[config.mk]
export PLATFORM = sky130hd
export DESIGN_NAME = llkid_key_sender
export DESIGN_NICKNAME = d
export VERILOG_FILES = /design/src/rtl/llki_pkg.sv /design/src/rtl/llkid_key_sender.sv
export SDC_FILE = /design/constraint.sdc
export NUM_CORES = 1
export LEC_CHECK = 0
export CORE_MARGIN = 2
export CORE_UTILIZATION = 40
export CTS_CLUSTER_DIAMETER = 150
export DETAILED_ROUTE_END_ITERATION = 10
export GPL_TIMING_DRIVEN = 1
export PLACE_DENSITY_LB_ADDON = 0.2
export SETUP_SLACK_MARGIN = 0.5
export SLEW_MARGIN = 25
export SYNTH_ARGS = -nofsm -noshare
export SYNTH_HDL_FRONTEND = slang
export SYNTH_SLANG_ARGS = --single-unit
export TNS_END_PERCENT = 10
[constraint.sdc]
create_clock -name clk -period 2.8 [get_ports clk]
set_clock_uncertainty 0.2 [all_clocks]
set_input_delay 0.42 -clock clk [delete_from_list [all_inputs] [get_ports clk]]
set_output_delay 0.42 -clock clk [all_outputs]
set_load 0.05 [all_outputs]
[src/rtl/llki_pkg.sv]
// LLKI shared definitions: the key-sender state type, command opcodes,
// response status codes and the command legality check.
package llki_pkg;

    typedef enum logic [2:0] {
        ST_IDLE               = 3'd0,
        ST_LOAD_WAIT_READY    = 3'd1,
        ST_LOAD_VALID         = 3'd2,
        ST_LOAD_WAIT_ACCEPT   = 3'd3,
        ST_LOAD_WAIT_COMPLETE = 3'd4,
        ST_CLEAR_WAIT_ACK     = 3'd5,
        ST_RESP               = 3'd6
    } LLKID_SENDER_STATE_TYPE;

    localparam logic [1:0] LLKID_OP_LOAD  = 2'd1;
    localparam logic [1:0] LLKID_OP_CLEAR = 2'd2;

    localparam logic [1:0] LLKID_STATUS_OK      = 2'd0;
    localparam logic [1:0] LLKID_STATUS_TIMEOUT = 2'd1;
    localparam logic [1:0] LLKID_STATUS_BAD_CMD = 2'd2;

    // A command is rejected for an unknown opcode, or for a LOAD whose word
    // count is zero or larger than the key store can hold. The word count
    // carries no meaning for CLEAR, so it is not checked there.
    function automatic logic llkid_cmd_bad(input logic [1:0] op,
                                           input logic [7:0] num_words,
                                           input logic [7:0] max_words);
        logic bad;
        bad = 1'b0;
        if (op != LLKID_OP_LOAD && op != LLKID_OP_CLEAR)
            bad = 1'b1;
        else if (op == LLKID_OP_LOAD && (num_words == 8'd0 || num_words > max_words))
            bad = 1'b1;
        return bad;
    endfunction

endpackage

[src/rtl/llkid_key_sender.sv]
// LLKI discrete key sender (initiator side).
// Takes a LOAD or CLEAR command, reads key words from a key store by index
// and hands them one 64-bit word at a time to a technique-specific shim
// (TSS) over the ready/valid/complete handshake, or requests a key clear.
// Every command ends with a one-cycle response carrying OK, TIMEOUT or
// BAD_CMD. A wait state that runs for TIMEOUT_CYCLES aborts the load and
// falls back to clearing the TSS key.
//
// Ports:
//   clk, rst_n            clock, asynchronous active-low reset
//   cmd_valid/cmd_ready   command handshake (ready only in IDLE)
//   cmd_op, cmd_num_words opcode (1 LOAD, 2 CLEAR) and LOAD word count
//   key_word_idx          key store read index (current word counter)
//   key_word_data         key store data, combinational on key_word_idx
//   rsp_valid, rsp_status one-cycle response pulse, status held until next
//   llkid_key_data/valid  word to the TSS, one-cycle strobe
//   llkid_key_ready       TSS can accept a word
//   llkid_key_complete    TSS has the whole key
//   llkid_clear_key(_ack) clear request (level) and its acknowledge
module llkid_key_sender
    import llki_pkg::*;
#(
    parameter int MAX_KEY_WORDS  = 8,
    parameter int TIMEOUT_CYCLES = 1024
) (
    input  logic        clk,
    input  logic        rst_n,
    input  logic        cmd_valid,
    output logic        cmd_ready,
    input  logic [1:0]  cmd_op,
    input  logic [7:0]  cmd_num_words,
    output logic [7:0]  key_word_idx,
    input  logic [63:0] key_word_data,
    output logic        rsp_valid,
    output logic [1:0]  rsp_status,
    output logic [63:0] llkid_key_data,
    output logic        llkid_key_valid,
    input  logic        llkid_key_ready,
    input  logic        llkid_key_complete,
    output logic        llkid_clear_key,
    input  logic        llkid_clear_key_ack
);

    localparam logic [7:0]  MAX_WORDS = 8'(MAX_KEY_WORDS);
    localparam logic [15:0] TMO_LAST  = 16'(TIMEOUT_CYCLES - 1);

    LLKID_SENDER_STATE_TYPE state, state_nxt;

    logic [7:0]  word_cnt_nxt;
    logic [7:0]  num_words, num_words_nxt;
    logic [15:0] tmo_cnt, tmo_cnt_nxt;
    logic        abort, abort_nxt;
    logic [63:0] key_data_nxt;
    logic        key_valid_nxt;
    logic        rsp_valid_nxt;
    logic [1:0]  rsp_status_nxt;
    logic        clear_nxt;
    logic        cmd_ready_nxt;
    logic        tmo_hit;

    // The state has now been occupied for TIMEOUT_CYCLES cycles.
    assign tmo_hit = (tmo_cnt == TMO_LAST);

    always_ff @(posedge clk or negedge rst_n) begin
        if (!rst_n) begin
            state           <= ST_IDLE;
            key_word_idx    <= '0;
            num_words       <= '0;
            tmo_cnt         <= '0;
            abort           <= 1'b0;
            llkid_key_data  <= '0;
            llkid_key_valid <= 1'b0;
            rsp_valid       <= 1'b0;
            rsp_status      <= LLKID_STATUS_OK;
            llkid_clear_key <= 1'b0;
            cmd_ready       <= 1'b1;
        end else begin
            state           <= state_nxt;
            key_word_idx    <= word_cnt_nxt;
            num_words       <= num_words_nxt;
            tmo_cnt         <= tmo_cnt_nxt;
            abort           <= abort_nxt;
            llkid_key_data  <= key_data_nxt;
            llkid_key_valid <= key_valid_nxt;
            rsp_valid       <= rsp_valid_nxt;
            rsp_status      <= rsp_status_nxt;
            llkid_clear_key <= clear_nxt;
            cmd_ready       <= cmd_ready_nxt;
        end
    end

    always_comb begin
        state_nxt      = state;
        word_cnt_nxt   = key_word_idx;
        num_words_nxt  = num_words;
        abort_nxt      = abort;
        key_data_nxt   = llkid_key_data;
        key_valid_nxt  = 1'b0;
        rsp_status_nxt = rsp_status;

        case (state)
            ST_IDLE: begin
                word_cnt_nxt = '0;
                abort_nxt    = 1'b0;
                if (cmd_valid) begin
                    if (llkid_cmd_bad(cmd_op, cmd_num_words, MAX_WORDS)) begin
                        rsp_status_nxt = LLKID_STATUS_BAD_CMD;
                        state_nxt      = ST_RESP;
                    end else if (cmd_op == LLKID_OP_LOAD) begin
                        num_words_nxt = cmd_num_words;
                        state_nxt     = ST_LOAD_WAIT_READY;
                    end else begin
                        state_nxt = ST_CLEAR_WAIT_ACK;
                    end
                end
            end

            ST_LOAD_WAIT_READY: begin
                if (tmo_hit) begin
                    abort_nxt = 1'b1;
                    state_nxt = ST_CLEAR_WAIT_ACK;
                end else if (llkid_key_ready) begin
                    key_data_nxt  = key_word_data;
                    key_valid_nxt = 1'b1;
                    state_nxt     = ST_LOAD_VALID;
                end
            end

            ST_LOAD_VALID: begin
                state_nxt = ST_LOAD_WAIT_ACCEPT;
            end

            // The TSS dropping ready is its acknowledgement of the word.
            ST_LOAD_WAIT_ACCEPT: begin
                if (tmo_hit) begin
                    abort_nxt = 1'b1;
                    state_nxt = ST_CLEAR_WAIT_ACK;
                end else if (!llkid_key_ready) begin
                    if (key_word_idx == num_words - 8'd1) begin
                        state_nxt = ST_LOAD_WAIT_COMPLETE;
                    end else begin
                        word_cnt_nxt = key_word_idx + 8'd1;
                        state_nxt    = ST_LOAD_WAIT_READY;
                    end
                end
            end

            ST_LOAD_WAIT_COMPLETE: begin
                if (tmo_hit) begin
                    abort_nxt = 1'b1;
                    state_nxt = ST_CLEAR_WAIT_ACK;
                end else if (llkid_key_complete) begin
                    rsp_status_nxt = LLKID_STATUS_OK;
                    state_nxt      = ST_RESP;
                end
            end

            // Entered either by command or by an aborted load; the abort
            // flag decides which status an acknowledged clear reports.
            ST_CLEAR_WAIT_ACK: begin
                if (llkid_clear_key_ack) begin
                    rsp_status_nxt = abort ? LLKID_STATUS_TIMEOUT : LLKID_STATUS_OK;
                    state_nxt      = ST_RESP;
                end else if (tmo_hit) begin
                    rsp_status_nxt = LLKID_STATUS_TIMEOUT;
                    state_nxt      = ST_RESP;
                end
            end

            ST_RESP: begin
                state_nxt = ST_IDLE;
            end

            default: begin
                state_nxt = ST_IDLE;
            end
        endcase

        // Registered outputs that follow the state being entered.
        rsp_valid_nxt = (state_nxt == ST_RESP);
        clear_nxt     = (state_nxt == ST_CLEAR_WAIT_ACK);
        cmd_ready_nxt = (state_nxt == ST_IDLE);

        // Restart the timeout count on every state change; idle never times out.
        if (state == ST_IDLE || state_nxt != state)
            tmo_cnt_nxt = '0;
        else
            tmo_cnt_nxt = tmo_cnt + 16'd1;
    end

endmodule

# [After elaboration in Yosys (flattened, before gate mapping)]
# Index checks and enable logic that the tools add are counted.
[word_totals] reg_bits=106 input_bits=80 elab_cells=90
[classes] addsub=3 n_lt_le_gt_ge=1 n_eq_ne=22 n_mux=35 n_bitwise=2 reduce_logical=16
[ops] op="$mux 3" count=12
[ops] op="$mux 8" count=3
[ops] op="$pmux 3 s6" count=1
[ops] op="$add 16x1->16 const B" count=1
[ops] op="$eq 16x10->1 const B" count=1
[ops] op="$mux 16" count=1
[ops] op="$ne 2x2->1 const B" count=8
[ops] op="$pmux 8 s2" count=1
[ops] op="$eq 3x3->1 const B" count=4
[ops] op="$mux 2" count=6
[ops] op="$mux 1" count=9
[ops] op="$add 8x1->8 const B" count=1
[ops] op="$eq 8x8->1" count=1
[ops] op="$gt 8x4->1 const B" count=1
[ops] op="$logic_not 8->1" count=1
[ops] op="$reduce_and 4->1" count=2
[ops] op="$sub 8x1->8 const B" count=1
[ops] op="$eq 3x2->1 const B" count=2
[ops] op="$logic_not 3->1" count=2
[ops] op="$pmux 2 s3" count=1
[ops] op="$reduce_and 6->1" count=1
[ops] op="$ne 2x1->1 const B" count=2
[ops] op="$reduce_bool 2->1" count=2
[ops] op="$eq 3x1->1 const B" count=1
[ops] op="11 further kinds" count=14

# [Depth between registers and ports, before layout]
[depth] ltp_word=13 depth_mapped=11 depth_no_buf=9

# [Worst setup path after synthesis]
# Ideal clock, no wire load.
[synth_timing] path_kind="register to register" start="reg tmo_cnt[10]" end="reg tmo_cnt[10]" setup_ps=72 t_arrival_ps=2366 slack_ps=163 stages_incl_launch_ff=9 synth_period_minus_slack_ps=2637 path_cell_list="dfrtp_1 > or4_4 > nor4_4 > o22ai_2 > nor2_2 > mux2_2 > o32a_4 > buf_6 > nor2_1"
[synth_between] elab_chain_len=7 word_cells_on_any_way=11
[synth_lines] element="from (decl)" line_no="llkid_key_sender.sv:51" source="logic [15:0] tmo_cnt, tmo_cnt_nxt;"
[synth_lines] element="from (signal assigned)" line_no="llkid_key_sender.sv:81" source="tmo_cnt <= tmo_cnt_nxt;"
[synth_lines] element="$eq 16x10->1" line_no="llkid_key_sender.sv:62" source="assign tmo_hit = (tmo_cnt == TMO_LAST);"
[synth_lines] element="$mux 3" line_no="llkid_key_sender.sv:164" source="end else if (tmo_hit) begin"
[synth_lines] element="$mux 3" line_no="llkid_key_sender.sv:161" source="if (llkid_clear_key_ack) begin"
[synth_lines] element="$pmux 3 s6" line_no="llkid_key_sender.sv:101" source="case (state)"
[synth_lines] element="$ne 3x3->1" line_no="llkid_key_sender.sv:185" source="if (state == ST_IDLE || state_nxt != state)"
[synth_lines] element="$logic_or 1x1->1" line_no="llkid_key_sender.sv:185"
[synth_lines] element="$mux 16 (*)" line_no="llkid_key_sender.sv:185"
[synth_lines] element="named net tmo_cnt_nxt[10]" line_no="llkid_key_sender.sv:51"
# Mark *: on every way through the listed nets, which the timed path passes. The rest lies on a longest branch.
# A chain may end at the register's enable or synchronous reset.

# [Worst setup path in the final report]
[layout_timing] start="reg tmo_cnt[13]" end="reg tmo_cnt[1]"
[layout_between] elab_chain_len=7 word_cells_on_any_way=10
[layout_lines] element="$eq 16x10->1 (*)" line_no="llkid_key_sender.sv:62"
[layout_lines] element="$mux 3" line_no="llkid_key_sender.sv:164"
[layout_lines] element="$mux 3" line_no="llkid_key_sender.sv:161"
[layout_lines] element="$pmux 3 s6 (*)" line_no="llkid_key_sender.sv:101"
[layout_lines] element="$ne 3x3->1 (*)" line_no="llkid_key_sender.sv:185"
[layout_lines] element="$logic_or 1x1->1 (*)" line_no="llkid_key_sender.sv:185"
[layout_lines] element="$mux 16 (*)" line_no="llkid_key_sender.sv:185"
[layout_lines] element="named net tmo_cnt_nxt[1]" line_no="llkid_key_sender.sv:51"
# Marks and branches as above.

==> results.cfg <==
[status]
status = finished, final reports clean

[routing]
wire_per_inst_um = 14.6
drt_iter0_drc = 254
ant_nets = 0
viasPerCell = 4.96
drc = 0
vias = 4277
drtPass1Iterations = 4
drt-total-wl_um = 12500

[final_layout]
regArea_um2 = 2660
n_antenna_cell = 0
drive_gt1_frac = 0.144
nFillCells = 987
nets = 793
area_growth_pct = 49.3
multi_input_area_um2 = 2110
final_cells = 862

[sta]
slew_headroom = 0.637
hold_viol_final = 0
post-route-period-util = 0.911
worst_slew_pin_slew_ns = 0.543
layout_setup_ws_ns = 0.250
whs_ns = 0.258
fmax_mhz = 392
drv_slew = 0
timing.final.crit_period_ns = 2.55
rsz0062_at_grt = true
fin_setup_tns_ns = 0
finalSetupViolations = 0

[grt]
grt_use_met3 = 0.0760
gr-usage-met2 = 0.312
grt_overflow = 0
grt_max_degree = 66
grt_pass1_vias = 4150
antenna_found_initial = 0
grt.met1_usage = 0.245
grt_usage = 0.194
grt_pass1_wl_um = 19900
busiest_layer = met2

[synthesis]
synthArstFlopShare = 1.00
netlist_instances = 529
ys_seq_area_frac = 0.552
synth_xor_xnor_area_share = 0.0474
netlist_top_cells_count = 215 x nand2_1, 105 x dfrtp_1, 37 x nor2_1, 18 x clkbuf_1, 14 x xor2_1
synthMuxAreaShare = 0.0182
synth_fa_ha_area_frac = 0.00781
synth_area_um2 = 4800
synth.distinct_cells = 51
synth_area_leader_cell = dfrtp_1
synth_nets = 612
synthDominantCellAreaShare = 0.547
synth-edff-count = 0
synth-compound-area-share = 0.0555
synthTopCellsByArea = dfrtp_1 55%, nand2_1 17%, nor2_1 2.9%
yosys.area_share.simple = 0.281
synthFlopType = dfrtp_1
yosysWarnings = 0
ys_ff_latch = 106
syn_area_per_cell_um2 = 9.08
yosysMostFrequentCell = nand2_1
synth_top_family_by_area = simple AND/OR/NAND/NOR gates

[hold_path]
hold_class = input port to register

[worst_setup_path]
critPathMaxFanout = 8
endpoint = tmo_cnt[1]
setup.worst_path.start = tmo_cnt[13]
worst_r2r_path_depth = 7
reg2reg_to = tmo_cnt[1]
critical_path_class = register to register
worst_setup_path_start_kind = register
r2r_slack_ns = 0.25
required_ns = 2.89
r2r_start = tmo_cnt[13]
cp.arrival_ns = 2.64
critPathCaptureType = register

[die]
core_um2 = 11900
ios = 158
die_x_um = 114
fp.dieArea_um2 = 12900
rows = 40
fp.dieH_um = 114
start_util = 0.405

[placed_design]
pre_cts_slack_ns = -0.293
hpwl_um = 8590
finalWeightedCongestion = 0.830
dp.cells = 830
portBuffers = 157

[power]
irDropWorstVdd_mv = 0.639
power_leakage_nw = 3.34
p_per_area_nw_per_um2 = 1080

[clocking]
h-tree-depth = 3
clock_sinks = 106
cts.clk_slew.worst_paths_ns = 0.07
cts_max_path_buffers = 2
tritoncts = built
cts_root_buf = clkbuf_16
clk_latency_ns = 0.34
cts_buffers = 9

[run]
cap_violations = 0
[layout by cell type, fill, tap and decap left out, drive strengths merged, types with 2 or more instances in the layout]
| cell type | count |
|---|---|
| nand2 | 215 |
| clkdlybuf4s50 | 153 |
| dfrtp | 105 |
| nor2 | 39 |
| buf | 37 |
| xor2 | 14 |
| a21oi | 13 |
| xnor2 | 12 |
| nand3 | 12 |
| inv | 11 |
| clkbuf | 10 |
| o21ai | 10 |
| nand4 | 8 |
| nor3 | 8 |
| mux2 | 6 |
| nor4 | 6 |
| nor2b | 5 |
| a31o | 4 |
| and2 | 3 |
| dlymetal6s2s | 3 |
| ha | 3 |
| nand3b | 2 |
| mux2i | 2 |
| a31oi | 2 |
| o21bai | 2 |
| nor3b | 2 |
| clkinv | 2 |
| or4 | 2 |
| nor4b | 2 |
| and4 | 2 |
| or3 | 2 |
| o32a | 2 |
[power breakdown]
group / internal [W] / total, W / switching [W]
Clock: 0.000698 / 0.00126 / 0.000563
Sequential: 0.00202 / 0.00231 / 0.000292
Combinational: 0.00143 / 0.00415 / 0.00271
[final cells by class]
class	instances	area share
inverter	9	0.00471
clock buffer	10	0.0319
tap	147	0.0256
sequential	106	0.371
multi-input combinational	390	0.294
clock inverter	6	0.00907
timing repair buffer	194	0.263
[stage by stage]
step           utilization  cell area (µm²)  power, W
4_1_cts              0.587             6970   0.00768
5_1_grt              0.605             7170   0.00814
3_5_place_dp         0.557             6610   0.00631
6_report             0.605             7170   0.00772
3_3_place_gp         0.557             6610   0.00624
2_1_floorplan            -             4810   0.00495
[worst min path at each step]
| stage | from | end | slack [ns] | depth (start not counted) |
|---|---|---|---|---|
| floorplan | rst_n | abort | -0.08 | 0 |
| global placement | rst_n | num_words[0] | 0.20 | 1 |
| detailed placement | rst_n | key_word_idx[5] | 0.21 | 1 |
| CTS | llkid_key_data[5] | llkid_key_data[5] | 0.28 | 2 |
| global route | cmd_num_words[1] | num_words[1] | 0.27 | 4 |
| finish | cmd_num_words[1] | num_words[1] | 0.26 | 4 |
[worst max-delay path, stage by stage (launching register included)]
cell and delay (ns):
dfrtp_1 0.39, or4_4 0.57, nor4_4 0.24, o22ai_2 0.13
nor2_4 0.15, mux2_4 0.33, o32a_4 0.27, and2b_2 0.22
[timing repair]
item,4_1_cts,5_1_grt
endpoints found under the hold margin,32,0
gates cloned,1,0
resized for setup,7,33
setup buffers,3,11
hold buffers,1,0
setup endpoints to repair,100,106
pin swaps,10,17
[logic make-up after synthesis]
logic type	count (synthesis)
multiplexers	8
buffers and inverters	34
AO/OA/AOI/OAI	39
flip-flops	106
AND/OR/NAND/NOR	313
XOR/XNOR	26
adder cells (fa/ha/maj)	3
[registers in the layout (all words and copies together) (netlist names)]
name,count
llkid_key_data,64
abort,1
state,3
llkid_key_valid,1
llkid_clear_key,1
rsp_valid,1
rsp_status,2
tmo_cnt,16
cmd_ready,1
key_word_idx,8
num_words,8
[metal layers]
| metal | routed length, µm | vias to the layer above |
|---|---|---|
| li1 | - | 2067 |
| met1 | 5360 | 2054 |
| met2 | 5960 | 140 |
| met3 | 1040 | 16 |
| met4 | 188 | 0 |
| met5 | 0 | - |
Note: power is estimated with default switching activity, not from simulation.
